$ cat src/rtl/gate_bist.sv
// gate_bist: built-in self test for a single combinational logic gate.
// Walks every input vector 0 .. 2**N_IN-1 into the gate under test and holds
// each one for SETTLE cycles. It then compares the gate output against the
// selected reference function for one cycle and accumulates a mismatch count
// and a per-vector failure map.
// Optional feature: define GATE_BIST_TRACE_EN to print one line per check and
// a result line at the end of each run. Without it, no display code is compiled.
module gate_bist #(
    parameter int N_IN   = 2,
    parameter int SETTLE = 1
) (
    input  logic                 clk,
    input  logic                 rst_n,
    input  logic                 start,
    input  logic [1:0]           gate_sel,
    input  logic                 dut_out,
    output logic [N_IN-1:0]      dut_in,
    output logic                 busy,
    output logic                 done,
    output logic                 pass,
    output logic [N_IN:0]        err_cnt,
    output logic [2**N_IN-1:0]   fail_map
);

    typedef enum logic [1:0] {
        S_IDLE,
        S_APPLY,
        S_CHECK,
        S_DONE
    } state_t;

    state_t          r_state;
    logic [N_IN-1:0] r_vec;
    logic [1:0]      r_sel;
    logic [3:0]      r_settle;

    logic            w_expected;
    logic            w_mismatch;
    logic            w_last_vec;
    logic [N_IN:0]   w_err_next;

    // Reference output for the current vector, using the function latched at start
    always_comb begin
        w_expected = 1'b0;
        case (r_sel)
            2'b00:   w_expected = ~(&r_vec);
            2'b01:   w_expected = ~(|r_vec);
            2'b10:   w_expected = ~r_vec[0];
            default: w_expected = &r_vec;
        endcase
    end

    // Mismatch detection and the count it would produce.
    // The count cannot overflow: at most 2**N_IN mismatches fit in N_IN+1 bits.
    always_comb begin
        w_mismatch = (dut_out != w_expected);
        w_last_vec = &r_vec;
        w_err_next = err_cnt + (N_IN + 1)'(w_mismatch);
    end

    // Sequencer: IDLE -> (APPLY x SETTLE, CHECK) per vector -> DONE -> IDLE.
    // All outputs are registered.
    always_ff @(posedge clk or negedge rst_n) begin
        if (!rst_n) begin
            r_state  <= S_IDLE;
            r_vec    <= '0;
            r_sel    <= 2'b00;
            r_settle <= 4'd0;
            dut_in   <= '0;
            busy     <= 1'b0;
            done     <= 1'b0;
            pass     <= 1'b0;
            err_cnt  <= '0;
            fail_map <= '0;
        end else begin
            done <= 1'b0;
            case (r_state)
                S_IDLE: begin
                    if (start) begin
                        r_sel    <= gate_sel;
                        r_vec    <= '0;
                        r_settle <= 4'd0;
                        dut_in   <= '0;
                        err_cnt  <= '0;
                        fail_map <= '0;
                        pass     <= 1'b0;
                        busy     <= 1'b1;
                        r_state  <= S_APPLY;
                    end
                end
                S_APPLY: begin
                    if (r_settle == 4'(SETTLE - 1)) begin
                        r_settle <= 4'd0;
                        r_state  <= S_CHECK;
                    end else begin
                        r_settle <= r_settle + 4'd1;
                    end
                end
                S_CHECK: begin
                    err_cnt <= w_err_next;
                    if (w_mismatch) begin
                        fail_map[r_vec] <= 1'b1;
                    end
`ifdef GATE_BIST_TRACE_EN
                    $display("%0t gate_bist: sel=%b vec=%0d dut_out=%b exp=%b %s",
                             $time, r_sel, r_vec, dut_out, w_expected,
                             w_mismatch ? "MISMATCH" : "MATCH");
`endif
                    if (w_last_vec) begin
                        // Final vector: the result must already include this check
                        r_vec   <= '0;
                        dut_in  <= '0;
                        busy    <= 1'b0;
                        done    <= 1'b1;
                        pass    <= (w_err_next == '0);
                        r_state <= S_DONE;
                    end else begin
                        r_vec   <= r_vec + N_IN'(1);
                        dut_in  <= r_vec + N_IN'(1);
                        r_state <= S_APPLY;
                    end
                end
                S_DONE: begin
`ifdef GATE_BIST_TRACE_EN
                    $display("%0t gate_bist: run complete pass=%b err_cnt=%0d",
                             $time, pass, err_cnt);
`endif
                    // start is deliberately ignored here, which forces one IDLE cycle
                    r_state <= S_IDLE;
                end
                default: r_state <= S_IDLE;
            endcase
        end
    end

endmodule

$ cat config.mk
export PLATFORM = sky130hd
export DESIGN_NAME = gate_bist
export DESIGN_NICKNAME = d
export VERILOG_FILES = /design/src/rtl/gate_bist.sv
export SDC_FILE = /design/constraint.sdc
export NUM_CORES = 1
export LEC_CHECK = 0
export CAP_MARGIN = 20
export CORE_ASPECT_RATIO = 0.75
export CORE_UTILIZATION = 52
export CTS_BUF_LIST = sky130_fd_sc_hd__clkbuf_2
export DETAILED_ROUTE_END_ITERATION = 16
export PLACE_DENSITY = 0.79
export SYNTH_ARGS = -nofsm -noshare
export SYNTH_HDL_FRONTEND = slang
export SYNTH_SLANG_ARGS = --single-unit
$ cat constraint.sdc
create_clock -name clk -period 3.75 [get_ports clk]
set_input_delay 0.75 -clock clk [delete_from_list [all_inputs] [get_ports clk]]
set_output_delay 0.75 -clock clk [all_outputs]
set_load 0.01 [all_outputs]
-- Word-level counts from Yosys, hierarchy flattened
Index checks and enable logic that the tools add are counted.
- equal/unequal tests: 10
- bitwise gates (word level): 4
- add/subtract/negate cells: 3
- $lt $le $gt $ge: 2
- muxes and demuxes: 25
- reduce and logical (&&, ||, !) cells: 15
- operators with widths (cell ; number):
    $pmux 4 s2 ; 2
    $mux 4 ; 3
    $mux 2 ; 5
    $reduce_and 2->1 ; 5
    $ne 2x2->1 const B ; 4
    $pmux 2 s4 ; 1
    $mux 1 ; 7
    $eq 2x2->1 const B ; 3
    $pmux 3 s2 ; 1
    $reduce_and 3->1 ; 2
    $add 4x1->4 const B ; 1
    $eq 2x1->1 const B ; 2
    $logic_not 2->1 ; 2
    $logic_not 4->1 ; 1
    $or 4x4->4 ; 1
    $pmux 1 s2 ; 2
    $pmux 2 s2 ; 1
    $reduce_bool 2->1 ; 2
    $add 3x1->3 ; 1
    $logic_not 3->1 ; 1
    $lt 2x3->1 const B ; 1
    $mux 3 ; 1
    $not 1->1 ; 3
    $pmux 1 s3 ; 1
    6 further kinds ; 6
- input bits: 6
- bits in registers: 20
- word-level logic and storage cells: 68

-- Longest topological paths before layout
- depth after elaboration: 8
- depth in mapped cells: 11
- gate-level depth less buffers: 11

-- Worst setup path before layout
No wires, ideal clock.
- path type: flip-flop to flip-flop
- from: register r_vec[0]
- to: register pass
- slack: 1.179 ns
- period minus slack after synthesis: 2.571 ns
- setup time: 0.095 ns
- cell stages (with the launch flop): 11
- data arrival time: 2.476 ns
- path through: dfrtp_1 > inv_1 > ha_1 > o211ai_1 > o31ai_1 > a21oi_1 > xnor2_1 > ha_1 > ha_1 > or4_1 > o31ai_1
- longest elaborated chain between the ends: 8
- elaborated cells on any way between the ends: 13
- classes of those cells: 1 x add/sub; 2 x eq/ne; 3 x mux; 3 x bitwise; 4 x reduce/logical
- RTL lines (item ; line ; RTL):
    start: declaration ; 33 ; logic [N_IN-1:0] r_vec;
    start signal: assignment ; 118 ; r_vec <= r_vec + N_IN'(1);
    $reduce_or 2->1 or $reduce_and 2->1 (tied branches) ; - ;
    $not 1->1 (on tied branches) ; 47, 46 ;
    $pmux 1 s3 ; 45 ; case (r_sel)
    $ne 1x1->1 ; 56 ; w_mismatch = (dut_out != w_expected);
    $add 3x1->3 ; 58 ; w_err_next = err_cnt + (N_IN + 1)'(w_mismatch);
    $logic_not 3->1 ; 115 ; pass <= (w_err_next == '0);
    $mux 1 ; 109 ; if (w_last_vec) begin
    $pmux 1 s2 ; 77 ; case (r_state)
    end signal: assignment ; 115 ;
    end: declaration ; 20 ; output logic pass,
Several ways; a longest one is shown, not always the timed one. The select of a mux whose other input is x is not followed.
A chain may end at the register's enable or synchronous reset.

-- Final worst setup path
Ends and elaborated chain as after synthesis.

==> results.json <==
{
  "status": "finished, final reports clean",
  "hold_viol_final": 0,
  "r2r_end": "pass",
  "syn_to_final_growth_pct": 19.5,
  "fmax_mhz": 343,
  "wl_per_cell_um": 13.8,
  "critPathTopFamily": "adder cells",
  "clk_path_buf_depth": 2,
  "rsz0062_at_grt": "false",
  "cpMostUsedCell": "ha_1",
  "path_max_fanout": 6,
  "start_kind": "register",
  "ys_ff_latch": 20,
  "pre_cts_slack_ns": 0.809,
  "reg2reg_from": "r_vec[0]",
  "finalCritPeriodShare": 0.778,
  "setup_viol": 0,
  "antenna_cells": 0,
  "whs_ns": 0.513,
  "postSynthCellCount": 96,
  "grt_pass1_wl_um": 3000,
  "power_frac_seq": 0.444,
  "drv_slew": 0,
  "p_switching_mw": 0.300,
  "mostFrequentLayoutCell": "dfrtp_1",
  "cp_data_required_time_ns": 3.98,
  "vias": 746,
  "r2r_slack_ns": 0.83,
  "setup.worst_path.start": "r_vec[0]",
  "final_cells": 135,
  "yosys_warnings": 0,
  "syn_area_per_cell_sq_um": 10.4,
  "grt_pass1_vias": 671,
  "avgViaCountPerCell": 5.53,
  "synth_xor_area_frac": 0.0176,
  "yosys.area_share.adder": 0.101,
  "drive_above_1_share": 0.0442,
  "drcViolationCount": 0,
  "coreArea_sq_mm": 0.00176,
  "dieArea_sq_mm": 0.00209,
  "synth_compound_area_frac": 0.151,
  "synth-edff-count": 0,
  "crit_buf_inv": 1,
  "start_util": 0.566,
  "wl_met1_um": 926,
  "cts-root-buf": "clkbuf_2",
  "min-delay-path-class": "register to register",
  "synthArstFlopShare": 1.00,
  "cts_hold_buf": 0,
  "cap_violations": 0,
  "routed-wl-met3_um": 97,
  "worstPathArrival_ns": 3.15,
  "pin_count": 18,
  "synthSimpleGateAreaFrac": 0.150,
  "fin_skew_ns": 0.00864,
  "muxShareOfSynthArea": 0.0327,
  "port_buffers": 17,
  "layout_common_cells": "dfrtp_1, clkdlybuf4s50_1, nand2_1, o21ai_0, ha_1",
  "relSlewSlack": 0.423,
  "switching_share": 0.395,
  "p_int_mw": 0.458,
  "crit_chain": "inv_1 -> ha_1 -> nor2b_1 -> o31ai_1 -> a21oi_1 -> xnor2_1 -> ha_1 -> ha_1 -> or4_1 -> o31ai_1",
  "cts.repair.resized": 0,
  "crit_cells": 10,
  "antenna_found_initial": 0,
  "cts.htree.levels": 1,
  "cts_tree": "yes",
  "synth_top_family_by_area": "compound AO/OA/AOI/OAI gates",
  "wl_met2_um": 838,
  "end_kind": "register",
  "endpoint": "pass",
  "min_period_ns": 2.92,
  "grt-ovfl-total": 0,
  "power_density_mw_per_mm2": 637,
  "synth_seq_area_share": 0.503,
  "synth_ff_type": "dfrtp_1",
  "post-place-cells": 132,
  "ant_nets": 0,
  "crit_type": "register to register",
  "p_leak_nw": 0.555,
  "slowest_stage": "or4_1",
  "yosysUniqueCellTypes": 29,
  "globalRouteTotalUtil": 0.211,
  "cts.clk_slew.worst_paths_ns": 0.18,
  "nNetsFinal": 129,
  "top_layer": "met4",
  "gp_congestion": 0.809,
  "clock_latency_ns": 0.32,
  "fillers": 159,
  "ir_worst_vdd_mv": 0.446,
  "cts_made_buffers": 3,
  "row_count": 13,
  "worstMarginPinSlew_ns": 0.862,
  "grt_max_degree": 21,
  "routed_wl_um": 1870,
  "die_w_um": 52.5,
  "combPwrFrac": 0.444,
  "reg2reg_depth": 10,
  "power_frac_clock": 0.112,
  "firstDrtPassIters": 4,
  "post-route-worst-setup-slack_ns": 0.834,
  "syn_area_sq_um": 995,
  "drt-initial-drc-count": 22,
  "syn-num-nets": 110,
  "slowest_delay_ns": 0.52,
  "die_h_um": 39.9,
  "cts_setup_buffers": 0,
  "clock-sinks": 20,
  "place.detailed.hpwl_um": 1330,
  "fin_setup_tns_ns": 0
}
[power groups by stage]
stage / Sequential, mW / Combinational [mW] / Clock, mW
2_1_floorplan: 0.342 / 0.214 / 0
6_report: 0.336 / 0.336 / 0.0852
4_1_cts: 0.336 / 0.337 / 0.0860
3_3_place_gp: 0.337 / 0.323 / 0
3_5_place_dp: 0.341 / 0.336 / 0
5_1_grt: 0.347 / 0.383 / 0.0938
[cell type report]
| cell class | instances | area (sq um) | share of cell area |
|---|---|---|---|
| multi-input cells | 66 | 449 | 0.378 |
| well taps | 22 | 27.5 | 0.0232 |
| flip-flops and latches | 20 | 500 | 0.421 |
| clock buffers | 3 | 15.0 | 0.0126 |
| inverters | 7 | 26.3 | 0.0221 |
| repair buffers | 17 | 170 | 0.143 |
[worst register-to-register path: stages, from the launching register on]
cell and delay, ns:
dfrtp_1 0.48, inv_1 0.14, ha_1 0.22, nor2b_1 0.06, o31ai_1 0.19, a21oi_1 0.08, xnor2_1 0.42, ha_1 0.25
ha_1 0.24, or4_1 0.52, o31ai_1 0.24
[Yosys cell counts (2+ instances only)]
cell      count  area [sq um]
dfrtp_1      20           500
nand2_1      16          60.1
ha_1          8           100
o21ai_0       8          40.0
inv_1         7          26.3
nand3_1       6          30.0
a32o_1        3          30.0
o31ai_1       3          22.5
a21oi_1       2          10.0
clkbuf_1      2          7.51
mux2_2        2          22.5
nor2b_1       2          12.5
[cell families (layout without fill, tap and decap cells)]
kind of cell / after synthesis / in the layout
simple gates: 31 / 31
compound gates: 22 / 22
flops: 20 / 20
buf+inv: 10 / 27
fa+ha+maj: 8 / 8
mux: 3 / 3
xor+xnor: 2 / 2
[how the worst min path moves through the flow]
stage,start,end,slack [ns],cells past startpoint
CTS,busy,busy,0.51,2
floorplan,rst_n,busy,0.45,0
detailed placement,busy,busy,0.48,2
finish,busy,busy,0.51,2
global placement,busy,busy,0.46,2
global route,fail_map[2],fail_map[2],0.55,1
[through the flow]
| stage | util | area (sq um) | power [mW] |
|---|---|---|---|
| 6_report | 0.677 | 1190 | 0.758 |
| 5_1_grt | 0.677 | 1190 | 0.824 |
| 4_1_cts | 0.677 | 1190 | 0.759 |
| 3_5_place_dp | 0.668 | 1170 | 0.676 |
| 3_3_place_gp | 0.668 | 1170 | 0.660 |
| 2_1_floorplan | - | 995 | 0.556 |
[per-layer routing]
metal  vias up  track usage
met2        17        0.335
met4         0       0.0395
li1        369            -
met5         -            0
met3         2       0.0814
met1       358        0.277
[state kept, by name, indices dropped and copies added, names as in the netlist]
signal / flops
err_cnt: 3
r_sel: 2
pass: 1
r_settle: 4
r_vec: 2
fail_map: 4
r_state: 2
done: 1
busy: 1
(Power assumes the default switching activity.)
==> patch, RTL diff (same settings) <==
Encoding of `state_t`: now Gray code (2 bits for 4 states).
--- a/src/rtl/gate_bist.sv
+++ b/src/rtl/gate_bist.sv
@@ -23,10 +23,10 @@
 );
 
     typedef enum logic [1:0] {
-        S_IDLE,
-        S_APPLY,
-        S_CHECK,
-        S_DONE
+        S_IDLE  = 2'b00,
+        S_APPLY = 2'b01,
+        S_CHECK = 2'b11,
+        S_DONE  = 2'b10
     } state_t;
 
     state_t          r_state;
Check against the original RTL: same outputs for any inputs over 10 cycles, from zero or initial values and one cycle with rst_n low; not proved beyond that.
==> patch against the unedited design <==
Wire length is 23% higher; clock power is 6.5% higher; die area is 13% higher; cell area is 11% higher; total power is 33% higher; maximum frequency is 12% higher; critical endpoint unchanged; synthesized area is 13% higher; final cell count is 19% higher; first-iteration DRC count is 59% higher; synthesized cell count is 26% higher; sequential cell count stayed put; non-clock buffer count stayed put; setup slack better by 310 ps.
==> patch: results (changes against the unedited design) <==
outcome:
  status: "completed"
placement:
  place_worst_setup_slack_ps: 1010  # +199 ps
  gp_congestion: 0.827  # +2.3%
  dp_hpwl_mm: 1.77  # +33%
  placed_cells: 157  # +19%
worst_hold_path:
  worstHoldStart: "fail_map[2]"
  hold_end: "fail_map[2]"
power_and_ir_drop:
  p_leak_nw: 0.624  # +12%
  peakVddDrop_mv: 0.523  # +17%
  p_seq_mw: 0.375  # +12%
  p_comb_share_pct: 54.0  # +9.6 points
  clkPwrFrac_pct: 9.0  # -2.2 points
  p_int_mw: 0.573  # +25%
setup_path:
  r2r_slack_ps: 1150  # +310 ps
  worst-path-max-fanout: 9  # +3
grt:
  grt_pass1_wl_mm: 4.02  # +34%
  globalRouteMet2Util_pct: 33.7  # +0.19 points
  use_met3_pct: 6.48  # -1.7 points
  grt_usage_pct: 22.7  # +1.6 points
synth:
  synthAdderAreaFrac_pct: 8.87  # -1.2 points
  synth_top_cells_by_count: "nand2_1, dfrtp_1, nand3_1, ha_1, inv_1"
  synth.area.top_cells: "dfrtp_1, ha_1, nand2_1, nand3_1, o21ai_0"
  syn_area_per_cell_um2: 9.33  # -10%
  synth-xor-area-share_pct: 1.55  # -0.21 points
  synth_compound_area_share_pct: 15.9  # +0.76 points
  ys_types: 34  # +17%
  ys_seq_area_share_pct: 44.3  # -6.0 points
timing:
  hold-worst-slack_ps: 519  # +5.45 ps
  relSlewSlack_pct: 39.7  # -2.7 points
layout:
  drive_gt1_share_pct: 6.57  # +2.1 points
  fin_area_mm2: 0.00131  # +11%
  fill_cells: 177  # +11%
detailed_routing:
  wl_mm: 2.31  # +23%
  drtIter0Drc: 35  # +59%
  num_vias: 911  # +22%
[patch: changes by cell type after synthesis, sizes merged, moves of 3 or more]
cell     delta
and2        +4
buf         +4
and3        +3
nand3       +5
nand2       +9
o2111ai     +3
[patch: how the worst max path moves through the flow]
stage                     startpoint    to  slack [ps]
final                       r_vec[0]  pass        1150
after global routing        r_vec[0]  pass         950
after CTS                   r_vec[0]  pass        1120
after detailed placement     dut_out  pass        1010
after global placement       dut_out  pass        1170
after floorplan             r_vec[0]  pass        1370
[patch: final cells by class]
| cell class | count | area share (%) |
|---|---|---|
| flip-flops and latches | 20 | 38.1 |
| inverters | 7 | 2.00 |
| multi-input cells | 89 | 43.2 |
| clock inverters | 1 | 0.286 |
| well taps | 24 | 2.29 |
| clock buffers | 3 | 1.14 |
| repair buffers | 17 | 13.0 |
[patch: per-layer routing]
metal	vias up	wire length, µm
met4	0	0
met3	0	160
li1	449	-
met2	39	1040
met1	423	1110
met5	-	0
